**src/rtl/control_sequencer.sv**
```systemverilog
// Hardwired control unit for dataPath: fetch (T0-T2) followed by per-opcode execute states.
// State advances on the falling clock edge so strobes settle before dataPath's rising edge.
module control_sequencer (
    input  logic        clk,
    input  logic        reset,
    input  logic [31:0] IRval,
    input  logic        stop,
    output logic        PCout,
    output logic        Zlowout,
    output logic        MDRout,
    output logic        MARin,
    output logic        Zlowin,
    output logic        PCin,
    output logic        MDRin,
    output logic        IRin,
    output logic        Yin,
    output logic        IncPc,
    output logic        read,
    output logic        write,
    output logic        Gra,
    output logic        Grb,
    output logic        Grc,
    output logic        Rin,
    output logic        Rout,
    output logic        BAout,
    output logic        Cout,
    output logic [1:0]  mdr_read,
    output logic [3:0]  control,
    output logic        run
);

    localparam logic [4:0] OP_LD   = 5'b00000;
    localparam logic [4:0] OP_LDI  = 5'b00001;
    localparam logic [4:0] OP_ST   = 5'b00010;
    localparam logic [4:0] OP_ADD  = 5'b00011;
    localparam logic [4:0] OP_SUB  = 5'b00100;
    localparam logic [4:0] OP_AND  = 5'b00101;
    localparam logic [4:0] OP_OR   = 5'b00110;
    localparam logic [4:0] OP_ADDI = 5'b01100;
    localparam logic [4:0] OP_NOP  = 5'b11010;
    localparam logic [4:0] OP_HALT = 5'b11011;

    localparam logic [3:0] ALU_ADD = 4'd2;
    localparam logic [3:0] ALU_SUB = 4'd3;
    localparam logic [3:0] ALU_AND = 4'd0;
    localparam logic [3:0] ALU_OR  = 4'd1;

    typedef enum logic [3:0] {
        StReset, StT0, StT1, StT2, StT3, StT4, StT5, StT6, StT7, StHalt
    } state_e;

    state_e state_q, state_d;

    logic [4:0] opcode;
    logic       unused_ir;
    logic       is_ld, is_ldi, is_st, is_addi, is_alu, is_exec, is_long;
    logic [3:0] alu_code;
    state_e     done_state;

    assign opcode    = IRval[31:27];
    assign unused_ir = ^IRval[26:0];

    assign is_ld   = (opcode == OP_LD);
    assign is_ldi  = (opcode == OP_LDI);
    assign is_st   = (opcode == OP_ST);
    assign is_addi = (opcode == OP_ADDI);
    assign is_alu  = (opcode == OP_ADD) || (opcode == OP_SUB) ||
                     (opcode == OP_AND) || (opcode == OP_OR);
    assign is_exec = is_ld || is_ldi || is_st || is_addi || is_alu;
    assign is_long = is_ld || is_st;

    // Instruction boundary: stop diverts to HALT instead of the next fetch.
    assign done_state = stop ? StHalt : StT0;

    always_comb begin
        alu_code = ALU_ADD;
        case (opcode)
            OP_SUB:  alu_code = ALU_SUB;
            OP_AND:  alu_code = ALU_AND;
            OP_OR:   alu_code = ALU_OR;
            default: alu_code = ALU_ADD;
        endcase
    end

    always_ff @(negedge clk or negedge reset) begin
        if (!reset) begin
            state_q <= StReset;
        end else begin
            state_q <= state_d;
        end
    end

    always_comb begin
        state_d = state_q;
        case (state_q)
            StReset: state_d = StT0;
            StT0:    state_d = StT1;
            StT1:    state_d = StT2;
            StT2: begin
                if (opcode == OP_HALT) begin
                    state_d = StHalt;
                end else if (is_exec) begin
                    state_d = StT3;
                end else begin
                    // nop and unrecognised opcodes end after fetch
                    state_d = done_state;
                end
            end
            StT3:    state_d = StT4;
            StT4:    state_d = StT5;
            StT5:    state_d = is_long ? StT6 : done_state;
            StT6:    state_d = StT7;
            StT7:    state_d = done_state;
            StHalt:  state_d = StHalt;
            default: state_d = StReset;
        endcase
    end

    always_comb begin
        PCout    = 1'b0;
        Zlowout  = 1'b0;
        MDRout   = 1'b0;
        MARin    = 1'b0;
        Zlowin   = 1'b0;
        PCin     = 1'b0;
        MDRin    = 1'b0;
        IRin     = 1'b0;
        Yin      = 1'b0;
        IncPc    = 1'b0;
        read     = 1'b0;
        write    = 1'b0;
        Gra      = 1'b0;
        Grb      = 1'b0;
        Grc      = 1'b0;
        Rin      = 1'b0;
        Rout     = 1'b0;
        BAout    = 1'b0;
        Cout     = 1'b0;
        mdr_read = 2'b00;
        control  = ALU_ADD;
        run      = (state_q != StHalt);
        case (state_q)
            StT0: begin
                PCout  = 1'b1;
                MARin  = 1'b1;
                IncPc  = 1'b1;
                Zlowin = 1'b1;
            end
            StT1: begin
                Zlowout  = 1'b1;
                PCin     = 1'b1;
                read     = 1'b1;
                MDRin    = 1'b1;
                mdr_read = 2'b01;
            end
            StT2: begin
                MDRout = 1'b1;
                IRin   = 1'b1;
            end
            StT3: begin
                Grb = 1'b1;
                Yin = 1'b1;
                if (is_alu || is_addi) begin
                    Rout = 1'b1;
                end else begin
                    BAout = 1'b1;
                end
            end
            StT4: begin
                Zlowin = 1'b1;
                if (is_alu) begin
                    Grc     = 1'b1;
                    Rout    = 1'b1;
                    control = alu_code;
                end else begin
                    Cout = 1'b1;
                end
            end
            StT5: begin
                Zlowout = 1'b1;
                if (is_long) begin
                    MARin = 1'b1;
                end else begin
                    Gra = 1'b1;
                    Rin = 1'b1;
                end
            end
            StT6: begin
                MDRin = 1'b1;
                if (is_st) begin
                    Gra  = 1'b1;
                    Rout = 1'b1;
                end else begin
                    read     = 1'b1;
                    mdr_read = 2'b01;
                end
            end
            StT7: begin
                if (is_st) begin
                    write = 1'b1;
                end else begin
                    MDRout = 1'b1;
                    Gra    = 1'b1;
                    Rin    = 1'b1;
                end
            end
            default: ;
        endcase
    end

endmodule

```
**config.mk**
```make
export PLATFORM = sky130hd
export DESIGN_NAME = control_sequencer
export DESIGN_NICKNAME = d
export VERILOG_FILES = /design/src/rtl/control_sequencer.sv
export SDC_FILE = /design/constraint.sdc
export NUM_CORES = 1
export LEC_CHECK = 0
export CELL_PAD_IN_SITES_DETAIL_PLACEMENT = 0
export CELL_PAD_IN_SITES_GLOBAL_PLACEMENT = 1
export CORE_UTILIZATION = 21
export CTS_CLUSTER_SIZE = 8
export DETAILED_ROUTE_END_ITERATION = 8
export GPL_TIMING_DRIVEN = 0
export PLACE_DENSITY_LB_ADDON = 0.08
export SLEW_MARGIN = 20
export SYNTH_ARGS = -nofsm -noshare
export SYNTH_HDL_FRONTEND = slang
export SYNTH_SLANG_ARGS = --single-unit
```
**constraint.sdc**
```tcl
create_clock -name clk -period 2.05 [get_ports clk]
set_input_delay 0.3075 -clock clk [delete_from_list [all_inputs] [get_ports clk]]
set_output_delay 0.3075 -clock clk [all_outputs]
set_load 0.05 [all_outputs]
```
==> summary.md <==
| Metric | Value |
|---|---|
| Pwr Density | between 1500 and 2000 mW/mm^2 |
| Vias/cell | between 4 and 5 |
| Total gr overflow | 0 |
| Hold crit path type | flop to flop |
| Iteration-0 DRC Markers | 15 |
| Vias | ~960 |
| Ys Warns | 0 |
| Width of the die | around 59 um |
| Final hold viol count | 0 |
| Most flops, register | state_q |
| # clock sinks | 4 |
| Wire per inst | ~13 um |
| Commonest non-fill, non-tap cell in the layout | buf_6 |
| Final setup viols | 26 |
| Max reg flops | 4 |
| Outcome | finished, violations left |
| # nets final | roughly 200 |
| Leakage | around 0.75 nW |
| Crit end category | output port |
| FP Rows | 20 |
| Worst ir drop on vdd | approximately 0.00076 V |
| DRC | 0 |
| Placer Congestion | roughly 0.75 |
| Synth Flop Type | dfrtn_1 |
| Gr usage total | about 16% |
| Cts bufs inserted | 3 |
| Non-filler cells in the finished layout | between 200 and 250 |
| Area grow syn2layout | 160.4% |
| Setup CP Type | flop to output port |
| Register area share after synthesis | about 14% |
| Crit path arrival time | approximately 2.6 ns |
| Post-DP HPWL | ~1700 um |
| Post-route ant nets | 0 |
| Ant diodes | 0 |
| Biggest regs | state_q (4) |
| Die Height | between 50 and 60 um |
| Die ar. | roughly 0.0035 mm^2 |
| Post-synthesis cell area | a little under 700 um^2 |
| Setup slack after layout | -0.9020 ns |
| Port bufs | 28 |
| Final WL | ~2700 um |
| Synth Area per Inst | 6.919 um^2 |
| Share of flip-flops with an asynchronous set or reset | 100.0% |
| Synth unique cells | 38 |
| Proportion of layout cells with a drive suffix above 1 | 71.34% |
| Failing checks | negative setup slack |
| Most frequent cells in the layout | buf_6, buf_4, buf_8 |
| Largest net degree at the start of global routing | 11 |
| First-pass GRT wire length | roughly 4300 um |
| Crit Path Max Fanout | 6 |
| CP Launch Type | flop |
| Hold path startpoint | state_q[1] |
| Clock insertion delay at the later pin of the skew report | between 0.2 and 0.25 ns |
| DP Cell Count | 174 |
| RSZ-0062 raised after global routing | true |
| CTS tree | built |
| Setup crit start | state_q[1] |
| Clk buf depth | 2 |
| Num ports | 61 |
| Core area | just over 0.003 mm^2 |
| Flops & latches, synth | 4 |
| Initial antenna violation count | 0 |
| Util after Layout | between 50% and 60% |
| Worst-path clk slew | roughly 0.030 ns |
| CTS Hold Buffers Added | 0 |
| Setup Skew | roughly 0.0015 ns |
| WP data required | 1.74 ns |
| Max H-tree Level | 1 |
| Pre-Repair DR Iteration Count | 4 |
| Max_cap viols | 0 |
| Worst r2r src | state_q[3] |
| Max Slew Vio Count | 0 |
| Initial Util | about 22% |
| Cells after synthesis | 100 |
| Vias in the first global route | 910 |
| CTS root buffer | clkbuf_4 |
| EDFF count, synth | 0 |
worst paths after layout:
path                               end  slack (ns)  depth (start not counted)
setup / recovery           mdr_read[0]       -0.90                          6
hold / removal              state_q[2]        0.79                          4
setup reg to reg            state_q[3]        0.51                          6
hold reg to reg             state_q[2]        0.79                          4
max in group asynchronous   state_q[1]        0.68                          1
min in group asynchronous   state_q[2]        1.18                          1
repair_timing:
| item | 4_1_cts | 5_1_grt |
|---|---|---|
| buffers inserted | 19 | 13 |
| gates resized for setup | 202 | 21 |
| pin swaps | 16 | 9 |
| gates cloned | 1 | 0 |
| endpoints found under the setup margin | 27 | 27 |
through the flow:
step                total power [mW]  cell area, um^2  hold WS, ns  setup WS [ns]  setup TNS, ns
finish                         2.709             1802       0.7864        -0.9020         -17.73
global route                   2.853             1802       0.8435        -0.9647         -19.24
CTS                            2.450             1663       0.7788        -0.8973         -17.25
detailed placement             1.903             1320       0.7074         -1.660         -31.76
global placement               1.895             1320       0.7245         -1.657         -31.74
floorplan                      1.498            984.7       0.6403        -0.8419         -14.19
cells in the mapped netlist, drive strengths merged (3+ instances only):
library cell / number / area share [%]
buf: 13 / 15
nor2: 16 / 8.7
dfrtn: 4 / 14
o21ai: 3 / 2.7
clkbuf: 3 / 1.6
nor3: 5 / 3.6
nor2b: 3 / 2.7
nand3: 4 / 2.9
a21oi: 5 / 3.6
nand2: 7 / 3.8
nand2b: 6 / 5.4
routing by layer:
layer	vias up	GRT usage, %	share of wire (%)
li1	478	-	-
met1	455	21.16	45
met2	27	28.25	51
met3	2	0.2183	3.1
met4	0	2.381	0.62
met5	-	0	0
critical path: stages, from the launching register on:
cell and delay, ns:
dfrtn_1 0.60, buf_4 0.19, nand2b_1 0.10, nor2_4 0.12, o21a_4 0.15, buf_8 0.08, buf_6 0.14
cells by family (layout without fill, tap and decap cells):
logic type | after synthesis | after routing | share of synthesized area, %
xor gates and xnor gates | 3 | 3 | 3.798
AOI/OAI and AO/OA | 23 | 23 | 22.97
other | 1 | 3 | 0.5420
buffers and inverters | 16 | 78 | 16.64
and+or+nand+nor | 53 | 53 | 41.59
DFF | 4 | 4 | 14.47
report_power, final:
group	switching (mW)	leakage [nW]	internal (mW)
registers	0.0515	0.0505	0.116
logic	1.31	0.685	1.14
clock network	0.0264	0.0138	0.0651
total	1.39	0.750	1.32
final cells by class:
cell class | count | area [um^2]
fillers | 277 | 1276
multi-input cells | 82 | 798.3
repair buffers | 61 | 668.1
plain buffers | 14 | 157.7
flip-flops and latches | 4 | 100.1
well taps | 44 | 55.05
clock buffers | 3 | 22.52
Note: power is estimated with default switching activity, not from simulation.
